--- src/rtl/uart_tx_fifo.sv ---
// uart_tx_fifo: byte FIFO feeding an 8N1 UART transmitter; define UART_TX_PARITY_EN for 8E1 (even parity) frames
module uart_tx_fifo #(
    parameter int CLK_FREQ   = 50000000,
    parameter int BAUD       = 115200,
    parameter int DEPTH_LOG2 = 4
) (
    input  logic                clk,
    input  logic                rst,
    input  logic                tx_stb,
    input  logic [7:0]          tx_byte,
    input  logic                tx_hold,
    output logic                tx_full,
    output logic                tx_busy,
    output logic [DEPTH_LOG2:0] tx_level,
    output logic                tx_ovf,
    output logic                uart_tx
);
    localparam int BIT_CYC = (CLK_FREQ + BAUD / 2) / BAUD;
    localparam int CW      = $clog2(BIT_CYC + 1);
    localparam int DEPTH   = 1 << DEPTH_LOG2;
    localparam int LW      = DEPTH_LOG2 + 1;

`ifdef UART_TX_PARITY_EN
    typedef enum logic [2:0] {IDLE, START, DATA, PARITY, STOP} state_t;
`else
    typedef enum logic [1:0] {IDLE, START, DATA, STOP} state_t;
`endif

    state_t                r_state, w_state_nxt;
    logic [7:0]            r_mem [DEPTH];
    logic [DEPTH_LOG2-1:0] r_wr, r_rd;
    logic [LW-1:0]         r_level, w_level_nxt;
    logic                  r_full, r_busy, r_ovf, r_tx;
    logic [CW-1:0]         r_baud;
    logic [2:0]            r_bit;
    logic [7:0]            r_shift;
    logic                  w_bit_end, w_ready, w_pop, w_push, w_tx_nxt;
`ifdef UART_TX_PARITY_EN
    logic                  r_par;
`endif

    assign w_bit_end   = r_baud == CW'(BIT_CYC - 1);
    assign w_ready     = r_level != '0 && !tx_hold;
    assign w_push      = tx_stb && (!r_full || w_pop);
    assign w_level_nxt = r_level + LW'(w_push) - LW'(w_pop);

    assign tx_full  = r_full;
    assign tx_busy  = r_busy;
    assign tx_level = r_level;
    assign tx_ovf   = r_ovf;
    assign uart_tx  = r_tx;

    // Frame sequencing: next state, FIFO pop and the next registered line level
    always_comb begin
        w_state_nxt = r_state;
        w_pop       = 1'b0;
        w_tx_nxt    = r_tx;
        case (r_state)
            IDLE: if (w_ready) begin
                w_state_nxt = START;
                w_pop       = 1'b1;
                w_tx_nxt    = 1'b0;
            end
            START: if (w_bit_end) begin
                w_state_nxt = DATA;
                w_tx_nxt    = r_shift[0];
            end
            DATA: if (w_bit_end) begin
                if (r_bit == 3'd7) begin
`ifdef UART_TX_PARITY_EN
                    w_state_nxt = PARITY;
                    w_tx_nxt    = r_par;
`else
                    w_state_nxt = STOP;
                    w_tx_nxt    = 1'b1;
`endif
                end else
                    w_tx_nxt = r_shift[1];
            end
`ifdef UART_TX_PARITY_EN
            PARITY: if (w_bit_end) begin
                w_state_nxt = STOP;
                w_tx_nxt    = 1'b1;
            end
`endif
            STOP: if (w_bit_end) begin
                if (w_ready) begin
                    w_state_nxt = START;
                    w_pop       = 1'b1;
                    w_tx_nxt    = 1'b0;
                end else
                    w_state_nxt = IDLE;
            end
            default: w_state_nxt = IDLE;
        endcase
    end

    // State register
    always_ff @(posedge clk) begin
        if (rst) r_state <= IDLE;
        else     r_state <= w_state_nxt;
    end

    // Bit timing, shift register and registered serial output
    always_ff @(posedge clk) begin
        if (rst) begin
            r_baud  <= '0;
            r_bit   <= '0;
            r_shift <= '0;
            r_tx    <= 1'b1;
        end else begin
            r_tx   <= w_tx_nxt;
            r_baud <= (r_state == IDLE || w_bit_end) ? '0 : r_baud + CW'(1);
            if (w_pop)
                r_shift <= r_mem[r_rd];
            else if (r_state == DATA && w_bit_end)
                r_shift <= r_shift >> 1;
            if (w_pop)
                r_bit <= '0;
            else if (r_state == DATA && w_bit_end)
                r_bit <= r_bit + 3'd1;
        end
    end

`ifdef UART_TX_PARITY_EN
    // Even parity of the byte being loaded, captured with it
    always_ff @(posedge clk) begin
        if (rst)        r_par <= 1'b0;
        else if (w_pop) r_par <= ^r_mem[r_rd];
    end
`endif

    // FIFO pointers and registered status flags
    always_ff @(posedge clk) begin
        if (rst) begin
            r_wr    <= '0;
            r_rd    <= '0;
            r_level <= '0;
            r_full  <= 1'b0;
            r_busy  <= 1'b0;
            r_ovf   <= 1'b0;
        end else begin
            if (w_push) r_wr <= r_wr + DEPTH_LOG2'(1);
            if (w_pop)  r_rd <= r_rd + DEPTH_LOG2'(1);
            r_level <= w_level_nxt;
            r_full  <= w_level_nxt == LW'(DEPTH);
            r_busy  <= w_level_nxt != '0 || w_state_nxt != IDLE;
            r_ovf   <= tx_stb && !w_push;
        end
    end

    // FIFO storage; contents need no reset since the pointers define validity
    always_ff @(posedge clk) begin
        if (w_push && !rst) r_mem[r_wr] <= tx_byte;
    end
endmodule

--- config.mk ---
export PLATFORM = sky130hd
export DESIGN_NAME = uart_tx_fifo
export DESIGN_NICKNAME = d
export VERILOG_FILES = /design/src/rtl/uart_tx_fifo.sv
export SDC_FILE = /design/constraint.sdc
export NUM_CORES = 1
export LEC_CHECK = 0
export ABC_AREA = 1
export CORE_ASPECT_RATIO = 0.6
export CORE_UTILIZATION = 57
export CTS_BUF_LIST = sky130_fd_sc_hd__clkbuf_4 sky130_fd_sc_hd__clkbuf_8
export CTS_CLUSTER_DIAMETER = 100
export DETAILED_ROUTE_END_ITERATION = 10
export PLACE_DENSITY = 0.77
export SLEW_MARGIN = 20
export SYNTH_ARGS = -nofsm -noshare
export SYNTH_HDL_FRONTEND = slang
export SYNTH_SLANG_ARGS = --single-unit
--- constraint.sdc ---
create_clock -name clk -period 2.8 [get_ports clk]
set_input_delay 0.56 -clock clk [delete_from_list [all_inputs] [get_ports clk]]
set_output_delay 0.56 -clock clk [all_outputs]
set_load 0.02 [all_outputs]
==> flow_metrics.py, run 1 <==
metrics = {
    "final_layout": {
        "final_common_cell": "nor2_1",
        "final_nets": 798,
        "final_cell_mix": "nor2_1, edfxtp_1, nand2_1, o21ai_0, buf_4",
        "diodes": 0,
        "syn_to_final_growth_pct": 15.75,
        "layout-drive-gt1-share_pct": 16.20,
        "fin_area_um2": 8513,
    },
    "global_route": {
        "antenna_found_initial": 0,
        "grt_pass1_wl_um": 26010,
        "grt_use_total_pct": 26.04,
        "grt_max_degree": 36,
        "grt.overflow.total": 0,
        "grt_pass1_vias": 4990,
    },
    "worst_setup_path": {
        "worst_setup_path_start_kind": "flop",
        "crit_path_end_kind": "flop",
        "arrival_ns": 3.04,
        "cp_max_fo": 3,
        "required_ns": 3.15,
        "crit_type": "flop to flop",
    },
    "floorplan": {
        "core_um2": 12300,
        "die_h_um": 89.99,
        "die_w_um": 148.6,
        "io_pins": 21,
        "initial_core_util_pct": 59.81,
        "fp.dieArea_um2": 13380,
        "row_count": 31,
    },
    "timing": {
        "finalHoldViolCount": 0,
        "setup_viol": 0,
        "max_freq_mhz": 371.0,
        "period_minus_slack_ns": 2.695,
        "final_max_slew_viol_count": 0,
        "fin_skew_ns": 0.01362,
        "fin_crit_sh_pct": 96.26,
        "worst_pin_slew_ns": 0.8026,
        "relSlewSlack_pct": 46.30,
        "timing.hold.ws_ns": 0.4730,
    },
    "logic_synthesis": {
        "synthTopCellsByArea": "edfxtp_1, dfxtp_1, nor2_1, nand2_1, o21ai_0",
        "syn-num-nets": 737,
        "yosysUniqueCellTypes": 37,
        "synthCells": 704,
        "synth_ff_type": "edfxtp_1",
        "synthArstFlopShare_pct": 0,
        "ys_warn_count": 0,
        "seq_area_frac_synth_pct": 63.97,
        "synth_top_cell_area_share_pct": 52.26,
        "synth-seq-cells": 171,
        "synth.largest_area_cell": "edfxtp_1",
        "synth-edff-count": 128,
        "postSynthAreaPerCell_um2": 10.45,
        "syn_area_um2": 7355,
    },
    "clocking": {
        "clk_pin_slew_ns": 0.09,
        "cts_buffers": 17,
        "tritoncts": "yes",
        "cts-root-buf": "clkbuf_8",
        "ctsHoldBuffers": 0,
        "ctsHtreeMaxLevel": 4,
        "cts_sinks": 171,
        "clk_latency_ns": 0.45,
        "clockBufferDepth": 2,
    },
    "route": {
        "first_pass_iters": 5,
        "wl_per_cell_um": 17.40,
        "vias": 5301,
        "drtIter0Drc": 427,
        "drc": 0,
        "drtAntennaViolNets": 0,
        "drt_wl_total_um": 16410,
        "vias_per_cell": 5.621,
    },
    "hold_path": {
        "min_path_type": "flop to flop",
    },
    "job": {
        "cap_violations": 0,
    },
    "placement": {
        "dpl-instance-area_um2": 7945,
        "hpwl_um": 10770,
        "globalplace.congestion": 0.8883,
        "io_buffers": 20,
    },
    "power": {
        "vdd_drop_max_mv": 0.5580,
        "cellPowerDensity_nw_per_um2": 893.6,
        "leakage_nw": 3.271,
    },
    "run_status": {
        "status": "finished clean",
    },
}
[final cells by class]
cell class                 count  area [um^2]
sequential                   171         4713
fill                         848         3782
multi-input combinational    458         2444
timing repair buffer          70        575.6
clock buffer                  19        255.2
tap                          165        206.4
inverter                      47        178.9
clock inverter                13        140.1
[per-layer routing]
metal  vias up  track usage, %  part of all wire (%)
li1       2522               -                     -
met1      2531           38.60                    46
met2       231           38.01                    44
met3        17           5.888                   8.4
met4         0           8.333                   1.1
met5         -               0                     0
[synth_stat cells, types with 3 or more instances]
library cell and instances:
a21oi_1 19, inv_2 3, nor2_1 134, or2_1 5, buf_2 11, edfxtp_1 128, nand2_1 107, nand3_1 46
nand4_1 3, clkbuf_1 15, nand2_4 7, o21ai_1 11, nor3_1 5, dfxtp_1 43, o211ai_1 18, o21ai_0 54
xnor2_1 3, xor2_1 4, inv_1 42, nand2_2 3, ha_1 20, o22ai_1 6
[sequential cells by signal, summed over array words and instances (netlist names), 2 cells and up, named ones only]
signal	cells
r_wr	4
r_mem	128
r_rd	4
tx_level	5
r_bit	3
r_baud	9
r_shift	8
r_state	2
[kinds of logic after synthesis]
logic type | share of synthesized area (%)
AND/OR/NAND/NOR | 18.94
flip-flops | 63.97
AO/OA/AOI/OAI | 8.387
buffers and inverters | 4.202
adder cells (fa/ha/maj) | 3.675
XOR/XNOR | 0.8336
[where the power goes]
part | internal, W | total [W] | leakage, nW | switching [W]
combinational | 0.00110 | 0.00282 | 1.56 | 0.00173
clock | 0.000834 | 0.00173 | 0.205 | 0.000899
sequential | 0.00292 | 0.00305 | 1.51 | 0.000136
total | 0.00485 | 0.00761 | 3.27 | 0.00276
[metrics by stage]
step	setup TNS (ns)	instances	power, W	setup WS (ns)	utilization (%)
3_5_place_dp	-0.6138	902	0.005581	-0.2522	64.62
5_1_grt	-0.04700	943	0.008052	-0.04700	69.24
2_1_floorplan	0	704	0.004799	0.02967	-
4_1_cts	0	934	0.007320	0.01595	67.93
3_3_place_gp	-0.4946	902	0.005453	-0.2091	64.62
6_report	0	943	0.007607	0.1047	69.24
[critical path: stages (launching register included)]
cell and delay (ns):
dfxtp_2 0.35, inv_1 0.06, ha_1 0.21, nand3_2 0.09
nand3b_1 0.14, inv_2 0.09, nand2_4 0.06, nand2_4 0.06
nand2_4 0.05, ha_4 0.26, inv_2 0.04, ha_4 0.15
fa_2 0.37, xnor2_2 0.19, nand4_1 0.15, nor2_1 0.13
nand3_1 0.07, nand2_1 0.06, nand2_1 0.05
[timing repair]
action / CTS / global route
setup buffers: 0 / 9
resized for setup: 3 / 20
pin swaps: 1 / 12
endpoints found under the setup margin: 1 / 3
[path summary, 6_finish.rpt]
| check | start | to | slack, ns | depth (start not counted) |
|---|---|---|---|---|
| worst min register to register | r_bit[1] | r_bit[1] | 0.47 | 2 |
| worst min-delay path | r_bit[1] | r_bit[1] | 0.47 | 2 |
| worst max-delay path | tx_level[2] | tx_busy | 0.10 | 18 |
| worst max register to register | tx_level[2] | tx_busy | 0.10 | 18 |
No activity file was read; power rests on OpenSTA's default activity.
==> inputs of run 2 (changes only) <==
- CORE_UTILIZATION: 57 -> 59
- DONT_BUFFER_PORTS: default -> 1
==> flow_metrics.py, run 2 (synthesized netlist as in run 1, its figures left out) <==
metrics = {
    "global_route": {
        "grt_max_degree": 52,
        "grt.overflow.total": 0,
        "grt_use_total_pct": 26.37,
        "busiest_layer": "met2",
        "grt.met1_usage_pct": 38.05,
        "globalRouteMet3Util_pct": 6.237,
        "antenna_found_initial": 0,
        "grt_pass1_vias": 4873,
        "met2_usage_pct": 40.09,
        "grt_pass1_wl_um": 25230,
    },
    "clocking": {
        "clockBufferDepth": 2,
        "clk_latency_ns": 0.46,
        "cts_sinks": 171,
        "ctsHoldBuffers": 0,
        "tritoncts": "yes",
        "cts-root-buf": "clkbuf_8",
        "cts_buffers": 17,
        "clk_pin_slew_ns": 0.09,
        "ctsHtreeMaxLevel": 4,
    },
    "worst_setup_path": {
        "path_common_cell": "nand2_4",
        "slowest_stage": "fa_2",
        "slowest_delay_ns": 0.37,
        "startpoint": "r_baud[1]",
        "crit_chain": "inv_2 > ha_4 > nand2_2 > nor2_4 > nand3_4 > nand2_4 > nand2_4 > nand2_4 > nand2_4 > ha_4 > inv_2 > ha_4 > fa_2 > xnor2_2 > nand4_1 > nor2_1 > nand3_1 > nand2_1 > nand2_1",
        "crit_path_end_kind": "flop",
        "crit_type": "flop to flop",
        "worst_setup_path_start_kind": "flop",
        "required_ns": 3.16,
        "cp_max_fo": 3,
        "reg2reg_from": "r_baud[1]",
        "arrival_ns": 3.09,
    },
    "floorplan": {
        "fp.dieArea_um2": 12930,
        "die_h_um": 88.48,
        "die_w_um": 146.1,
        "initial_core_util_pct": 60.77,
        "io_pins": 21,
        "row_count": 31,
        "core_um2": 12100,
    },
    "job": {
        "cap_violations": 0,
    },
    "timing": {
        "worst_pin_slew_ns": 0.7582,
        "setup_viol": 0,
        "timing.hold.ws_ns": 0.1511,
        "finalHoldViolCount": 0,
        "relSlewSlack_pct": 49.27,
        "tns_ns": 0,
        "max_freq_mhz": 365.7,
        "fin_skew_ns": 0.01335,
        "final_max_slew_viol_count": 0,
        "fin_crit_sh_pct": 97.65,
        "rsz0062_at_grt": "yes",
        "period_minus_slack_ns": 2.734,
    },
    "route": {
        "drtIter0Drc": 597,
        "vias": 5190,
        "drtAntennaViolNets": 0,
        "vias_per_cell": 5.654,
        "wl_per_cell_um": 17.87,
        "drc": 0,
        "first_pass_iters": 6,
        "drt_wl_total_um": 16400,
    },
    "power": {
        "power_w": 0.007473,
        "vdd_drop_max_mv": 0.3773,
        "leakage_nw": 3.173,
        "cellPowerDensity_nw_per_um2": 901.0,
    },
    "final_layout": {
        "syn_to_final_growth_pct": 12.78,
        "diodes": 0,
        "final_nets": 773,
        "final_util_pct": 68.54,
        "largestRegisters": "r_mem (128), r_baud (9), r_shift (8)",
        "final_common_cell": "nor2_1",
        "layout-drive-gt1-share_pct": 15.80,
        "largest_reg_flops": 128,
        "final_cell_mix": "nor2_1, edfxtp_1, nand2_1, o21ai_0, nand3_1",
        "top_register": "r_mem",
    },
    "placement": {
        "globalplace.congestion": 0.7927,
        "io_buffers": 0,
        "hpwl_um": 10800,
    },
    "hold_path": {
        "min_from": "rst",
        "min_path_type": "input port to flop",
    },
    "run_status": {
        "status": "finished clean",
    },
}
## run 2: per-layer routing
layer | vias up | share of wire (%) | wire length, um
met5 | - | 0 | 0
met4 | 0 | 0.90 | 147
met3 | 20 | 7.6 | 1245
met2 | 215 | 44 | 7299
met1 | 2487 | 47 | 7712
li1 | 2468 | - | -
## run 2: path summary, 6_finish.rpt
path,to,slack [ns],depth (start not counted)
worst max-delay path,tx_busy,0.07,19
worst min register to register,r_shift[6],0.48,2
worst max register to register,tx_busy,0.07,19
worst min-delay path,r_state[0],0.15,1
## run 2: where the power goes
part           switching [W]  internal, W
Sequential          0.000134      0.00292
Clock               0.000911     0.000897
Combinational        0.00165     0.000961
Total                0.00270      0.00477
## run 2: timing repair
action                                  CTS  global route
resized for setup                         4            18
buffers inserted                          1             5
endpoints found under the setup margin    2             3
hold endpoints to repair                  0             0
pin swaps                                 2            13
## run 2: metrics by stage
| stage | cell area, um^2 | std cells | setup slack [ns] |
|---|---|---|---|
| global route | 8294 | 918 | -0.04319 |
| finish | 8294 | 918 | 0.06567 |
| floorplan | 7360 | 704 | 0.02967 |
| CTS | 8157 | 913 | 0.001872 |
| detailed placement | 7730 | 880 | -0.02462 |
| global placement | 7730 | 880 | 0.08507 |
## run 2: critical path: cells and delay by family (launching register included)
family / cells / cell delay (ns)
xor+xnor: 1 / 0.19
flops: 1 / 0.34
buf+inv: 2 / 0.10
fa+ha+maj: 4 / 0.90
simple gates: 12 / 1.09
## run 2: final cells by class
cell class              count  area, um^2
flip-flops and latches    171        4713
fillers                   862        3807
multi-input cells         458        2439
repair buffers             45       350.3
clock buffers              18       241.5
well taps                 165       206.4
inverters                  47       178.9
clock inverters            14       165.2
